`config.mk`:
```
export PLATFORM = sky130hd
export DESIGN_NAME = rdat_line_fifo
export DESIGN_NICKNAME = d
export VERILOG_FILES = /design/src/rtl/rdat_line_fifo_pkg.sv /design/src/rtl/rdat_fifo_ptr.sv /design/src/rtl/rdat_line_fifo.sv
export SDC_FILE = /design/constraint.sdc
export NUM_CORES = 1
export LEC_CHECK = 0
export BUFFER_PORTS_ARGS = -buffer_cell sky130_fd_sc_hd__buf_4
export CAP_MARGIN = 20
export CORE_ASPECT_RATIO = 0.9
export CORE_MARGIN = 4
export CORE_UTILIZATION = 45
export DETAILED_ROUTE_END_ITERATION = 12
export PLACE_DENSITY_LB_ADDON = 0.15
export SLEW_MARGIN = 20
export SYNTH_ARGS = -nofsm -noshare
export SYNTH_HDL_FRONTEND = slang
export SYNTH_SLANG_ARGS = --single-unit
export TNS_END_PERCENT = 100
```
`constraint.sdc`:
```
create_clock -name clk -period 9.75 [get_ports clk]
set_input_delay 0.4875 -clock clk [delete_from_list [all_inputs] [get_ports clk]]
set_output_delay 0.4875 -clock clk [all_outputs]
set_load 0.02 [all_outputs]
```
`src/rtl/rdat_line_fifo_pkg.sv`:
```
// Shared bus-logic constants for the read/write channel managers and the
// read-data line FIFO that sits behind the read channel manager.
package rdat_line_fifo_pkg;

    // Width of one assembled read line.
    localparam int LINE_W   = 128;

    // Default line FIFO geometry; RQ_AW must equal log2(RQ_DEPTH).
    localparam int RQ_DEPTH = 4;
    localparam int RQ_AW    = 2;

    typedef logic [LINE_W-1:0] line_t;

    // True when n is a power of two and at least 2.
    function automatic bit depth_ok(input int n);
        return (n >= 2) && ((n & (n - 1)) == 0);
    endfunction

endpackage

```
`src/rtl/rdat_fifo_ptr.sv`:
```
// Pointer, occupancy and overflow bookkeeping for the read-data line FIFO.
// Every output apart from push/pop is decoded from registered state only,
// so rqfull_1 and line_valid have no combinational path from any input.
module rdat_fifo_ptr
    import rdat_line_fifo_pkg::*;
#(
    parameter int DEPTH = RQ_DEPTH,
    parameter int AW    = RQ_AW
) (
    input  logic          clk,
    input  logic          rst_n,
    input  logic          wr_valid,
    input  logic          rd_ready,
    input  logic          ovf_clr,
    output logic          push,
    output logic          pop,
    output logic [AW-1:0] wr_ptr,
    output logic [AW-1:0] rd_ptr,
    output logic [AW:0]   count,
    output logic          line_valid,
    output logic          rqfull_1,
    output logic          ovf_err
);

    localparam logic [AW:0] FULL_CNT  = (AW+1)'(DEPTH);
    localparam logic [AW:0] AFULL_CNT = (AW+1)'(DEPTH - 1);

    logic overflow;

    // A pop frees a slot in the same cycle, so a push is still accepted when
    // the FIFO is full and the head is being consumed.
    always_comb begin
        line_valid = (count != '0);
        pop        = line_valid && rd_ready;
        push       = wr_valid && ((count < FULL_CNT) || pop);
        overflow   = wr_valid && !push;
        rqfull_1   = (count >= AFULL_CNT);
    end

    // Pointers wrap naturally because DEPTH is a power of two; an overflow
    // wins over a simultaneous clear so no drop event is ever lost.
    always_ff @(posedge clk or negedge rst_n) begin
        if (!rst_n) begin
            wr_ptr  <= '0;
            rd_ptr  <= '0;
            count   <= '0;
            ovf_err <= 1'b0;
        end else begin
            if (push) wr_ptr <= wr_ptr + AW'(1);
            if (pop)  rd_ptr <= rd_ptr + AW'(1);
            case ({push, pop})
                2'b10:   count <= count + (AW+1)'(1);
                2'b01:   count <= count - (AW+1)'(1);
                default: count <= count;
            endcase
            if (overflow)     ovf_err <= 1'b1;
            else if (ovf_clr) ovf_err <= 1'b0;
        end
    end

endmodule

```
`src/rtl/rdat_line_fifo.sv`:
```
// Read-data line FIFO: buffers assembled 128-bit read lines from the read
// data channel manager and presents them first-word fall-through to the
// consumer. rqfull_1 is an almost-full flag that feeds the manager's
// rqfull_1 input directly, giving it one cycle of slack to stop pushing.
module rdat_line_fifo
    import rdat_line_fifo_pkg::*;
#(
    parameter int DEPTH = RQ_DEPTH,
    parameter int AW    = RQ_AW
) (
    input  logic              clk,
    input  logic              rst_n,
    input  logic [LINE_W-1:0] rdat_m_data,
    input  logic              rdat_m_valid,
    output logic              rqfull_1,
    output logic              line_valid,
    input  logic              line_ready,
    output logic [LINE_W-1:0] line_data,
    output logic [AW:0]       rq_level,
    output logic              ovf_err,
    input  logic              ovf_clr
);

    line_t         mem [DEPTH];
    logic          push;
    logic          pop;
    logic [AW-1:0] wr_ptr;
    logic [AW-1:0] rd_ptr;
    logic [AW:0]   count;

    rdat_fifo_ptr #(
        .DEPTH (DEPTH),
        .AW    (AW)
    ) u_ptr (
        .clk        (clk),
        .rst_n      (rst_n),
        .wr_valid   (rdat_m_valid),
        .rd_ready   (line_ready),
        .ovf_clr    (ovf_clr),
        .push       (push),
        .pop        (pop),
        .wr_ptr     (wr_ptr),
        .rd_ptr     (rd_ptr),
        .count      (count),
        .line_valid (line_valid),
        .rqfull_1   (rqfull_1),
        .ovf_err    (ovf_err)
    );

    // Line storage is deliberately left unreset; only the pointers matter.
    always_ff @(posedge clk) begin
        if (push) mem[wr_ptr] <= rdat_m_data;
    end

    // Head entry is read straight from the array, so a fresh write becomes
    // visible exactly one cycle later and never bypasses to the output.
    always_comb begin
        line_data = mem[rd_ptr];
        rq_level  = count;
    end

endmodule

```
# After elaboration in Yosys (flattened, before gate mapping)
# Memory sizes are Yosys's and may differ from the RTL's.
# Index checks and enable logic that the tools add are counted.
word_totals:
  reg_bits: 8
  ram_bits: 512
  input_bits: 133
  out_inout_bits: 134
  wordCells: 26
  memories: 1
memory_table:
  columns: ["name", "depth", "width", "read_ports", "rd_ports_with_merged_regs", "wr", "line_no", "rtl"]
  rows:
  - ["mem", 4, 128, 1, 0, 1, "rdat_line_fifo.sv:24", "line_t mem [DEPTH];"]
classes:
  add_sub_neg: 4
  magnitude_cmp: 2
  eq_ne: 2
  n_mux: 5
  n_reduce_logical: 8
op_table:
  columns: ["operator", "count"]
  rows:
  - ["$pmux 3 s2", 1]
  - ["$add 2x1->2 const B", 2]
  - ["$mux 1", 4]
  - ["$reduce_bool 2->1", 2]
  - ["$add 3x1->3 const B", 1]
  - ["$ge 3x2->1 const B", 1]
  - ["$logic_and 1x1->1", 3]
  - ["$lt 3x3->1 const B", 1]
  - ["$reduce_bool 3->1", 1]
  - ["$sub 3x1->3 const B", 1]
  - ["$eq 2x1->1 const B", 1]
  - ["$eq 2x2->1 const B", 1]
  - ["$logic_not 1->1", 1]
  - ["$logic_or 1x1->1", 1]

# Longest topological paths before layout
depth:
  word_depth: 7
  mapped_depth: 9
  ltp_nobuf: 9

# Hierarchy
# From an unflattened synthesis, not the netlist that was laid out.
hier_totals:
  hier_cells: 705
  hier_area_um2: 18989.5
modules_own_cells:
  columns: ["mod", "instances", "cells_each", "area_each_um2", "seq_area_each_um2"]
  rows:
  - ["rdat_line_fifo", 1, 672, 18602.8, 15374.7]
  - ["rdat_fifo_ptr", 1, 33, 386.6, 200.2]

# Worst setup path before layout
# No wires, ideal clock.
synth_path:
  kind: "register to register"
  from: "reg u_ptr.count[2]"
  to: "mem mem[0][0] (netlist bit) (enable)"
  setup_ps: 503
  t_arrival_ps: 3695
  required_ps: 9247
  setup_slack_ps: 5552
  stages_incl_launch_ff: 3
  cell_sequence: "dfrtp_1 > nand2b_1 > and3_1"
synth_between:
  elab_chain_cells: 6
synth_rtl:
  columns: ["element", "line_no", "rtl"]
  rows:
  - ["from (decl)", "rdat_fifo_ptr.sv:19", "output logic [AW:0] count,"]
  - ["from (signal assigned)", "rdat_fifo_ptr.sv:52", "2'b10: count <= count + (AW+1)'(1);"]
  - ["from (signal assigned)", "rdat_fifo_ptr.sv:53", "2'b01: count <= count - (AW+1)'(1);"]
  - ["from (signal assigned)", "rdat_fifo_ptr.sv:54", "default: count <= count;"]
  - ["branches (longest 2 deep; another with $lt 3x3->1)", null, null]
  - ["$logic_or 1x1->1 *", "rdat_fifo_ptr.sv:35", "push = wr_valid && ((count < FULL_CNT) || pop);"]
  - ["$logic_and 1x1->1 *", "rdat_fifo_ptr.sv:35", null]
  - ["$mux 1 *", "rdat_line_fifo.sv:52", "if (push) mem[wr_ptr] <= rdat_m_data;"]
  - ["$mux 1 (not written as such) *", "rdat_line_fifo.sv:52", null]
  - ["to (decl)", "rdat_line_fifo.sv:24", null]
# Mark *: on every way between the ends.

# Final worst setup path
layout_path:
  from: "reg u_ptr.rd_ptr[0]"
  to: "out line_data[93]"
layout_between:
  elab_chain_cells: 1
layout_rtl:
  columns: ["element", "line_no", "rtl"]
  rows:
  - ["from (decl)", "rdat_fifo_ptr.sv:18", "output logic [AW-1:0] rd_ptr,"]
  - ["from (signal assigned)", "rdat_fifo_ptr.sv:50", "if (pop) rd_ptr <= rd_ptr + AW'(1);"]
  - ["$mem_v2 4x128", null, null]
  - ["to (decl)", "rdat_line_fifo.sv:18", "output logic [LINE_W-1:0] line_data,"]
# No other way between the ends.

==> metrics <==
outcome finished, final reports clean; Core ar. 0.0417 mm2; clk sinks 520; IO Pins 267; Max IR drop VDD 312 uV; flop2flop setup slack 7410 ps; post-CTS setup buffer count 0; Port Buf Inserts 266; hold path start rdat_m_data[90]; slack of the critical path 5820 ps; gr usage total 0.161; leading area contributor after synthesis edfxtp_1; syn_area_per_cell 26.6 um2; Die ar. 0.0454 mm2; Max Clk Rate 0.254 GHz; final period utilization 0.403; CTS buffer count 52; final count of pins violating max slew 0; vias per cell 5.20; DR vias 8359; Pre-Repair DR Iteration Count 6; top cells by area, synth edfxtp_1 81%, mux4_2 15%, dfrtp_1 1.1%; Synthesis Warnings 0; Yosys cell types 24; Setup Skew 10.7 ps; Clock Path Buffers 3; flops & latches, synth 520; Crit Path Max Fanout 32; RSZ-0062 raised after global routing false; area grow syn2layout 22.6%; Placed Instances 1508; worst r2r dst mem[1][51]; # DRC 0; worst hold path stage count 1; Tightest Hold Check Type primary input to flip-flop; Worst path max stage delay 730 ps; # H-tree levels 2; antenna-violating nets left 0; num rows 71; Worst-Skew Late Latency 570 ps; first-pass GRT wire length 55.7 mm; clock-pin slew on the worst setup and hold paths 60 ps; Root Driver clkbuf_16; crit path capture type primary output; pin count of the biggest net entering global routing 69; Least-Margin Pin Slew 1030 ps; final worst path period need 3930 ps; DR WL/cell 22.7 um; Mapped Cells 712; maxcap violations 0; Die X 224 um; Final setup viols 0; P_leak 7.89 nW; Yosys top cell area share 0.812; Starting DRT DRC Count 479; Filler Cell Count 3119; worst hold slack 108 ps; vias in the first global route 8964; Critical-path top delay cell dfrtp_4; Finished Layout Cells 1609; Post-Syn Area 0.0189 mm2; commonest non-fill, non-tap cell in the layout edfxtp_1; R2R cell count 3; most frequent cells in the layout 512 x edfxtp_1, 278 x buf_4, 128 x mux4_2; CP arrival 3440 ps; cell mode on critical path buf_4; Reg2Reg Launch Point u_ptr.count[2]; Slew Limit Headroom 0.313; Chip Height 203 um; crit path kind flip-flop to primary output; layout net count 1156; Cell Pwr Density 313 mW/mm2; Syn Nets 851; sequential area share after synthesis 0.823; Final HPWL DP 21.2 mm; WL final 36.5 mm; Setup crit start kind flip-flop; Hold Fails Final Rpt 0; # resized after CTS 0; Place WS 6310 ps; antenna violations before repair 2; setup TNS 0 ps; grt ovf 0; Initial Util 0.454; WHS Endpoint mem[3][90]; hold buffer count at cts 1; TritonCTS clock tree built; Worst EP required 9260 ps; CP Cell Sequence buf_4, buf_4, mux4_2, buf_4; GPL Wtd Cong 0.731; layout cells sized above 1 0.451
worst max-delay path, delay by kind of cell, from the launching register on:
family / cells / cell delay, ps
multiplexers: 1 / 610
buffers and inverters: 3 / 1440
flip-flops: 1 / 730
cells in the mapped netlist:
library cell and instances:
a21o_1 1, and2_1 1, and3_1 4, buf_2 15, buf_4 1, buf_6 11
clkbuf_1 2, dfrtp_1 8, edfxtp_1 512, fa_1 1, ha_1 5, inv_1 8
mux2i_1 1, mux4_2 128, nand2_1 1, nand2b_1 1, nand3_1 1, nor2_1 1
o21ai_0 1, o22ai_1 1, o31a_1 1, or3_1 1, xnor2_1 3, xor2_1 3
logic make-up after synthesis:
family / Yosys count / synth area share
flops: 520 / 0.823
buf+inv: 37 / 0.0129
xor+xnor: 6 / 0.00278
compound gates: 4 / 0.00145
mux: 129 / 0.153
fa+ha+maj: 6 / 0.00436
simple gates: 10 / 0.00297
state kept, by name, indices dropped and copies added, names as in the netlist:
register / cells
u_ptr.ovf_err: 1
u_ptr.wr_ptr: 2
u_ptr.count: 3
mem: 512
u_ptr.rd_ptr: 2
stage by stage:
stage | power, mW | utilization | area, um2
after floorplan | 4.56 | - | 18900
after CTS | 7.38 | 0.556 | 23200
final | 7.26 | 0.557 | 23200
after global routing | 7.62 | 0.557 | 23200
after detailed placement | 5.45 | 0.516 | 21500
after global placement | 5.44 | 0.516 | 21500
layout make-up:
type	instances	area (um2)	area share
well taps	547	684	0.0295
flip-flops and latches	520	15600	0.672
inverters	8	30.0	0.00129
diodes	1	2.50	0.000108
clock inverters	31	269	0.0116
multi-input cells	155	3130	0.135
repair buffers	280	2120	0.0916
clock buffers	67	1380	0.0594
report_power, final:
part / total [mW] / switching (mW) / internal (mW)
registers: 3.04 / 0.166 / 2.87
clock network: 1.91 / 0.785 / 1.13
logic: 2.31 / 1.25 / 1.06
total: 7.26 / 2.21 / 5.06
worst max-delay path by stage:
stage / startpoint / endpoint / slack (ps)
final: u_ptr.rd_ptr[0] / line_data[93] / 5820
after global routing: u_ptr.rd_ptr[0] / line_data[89] / 5490
after CTS: u_ptr.rd_ptr[0] / line_data[102] / 5670
after detailed placement: u_ptr.rd_ptr[0] / line_data[81] / 6310
after global placement: u_ptr.rd_ptr[0] / line_data[81] / 6300
after floorplan: u_ptr.count[2] / mem[0][0] / 5550
layer usage:
metal | up-vias | GRT usage | share of wire
met5 | - | 0 | 0.00055
met4 | 2 | 0.0473 | 0.022
met3 | 62 | 0.0548 | 0.076
met2 | 211 | 0.255 | 0.49
met1 | 4382 | 0.216 | 0.41
li1 | 3702 | - | -
Power figures use the tool's default switching activity.
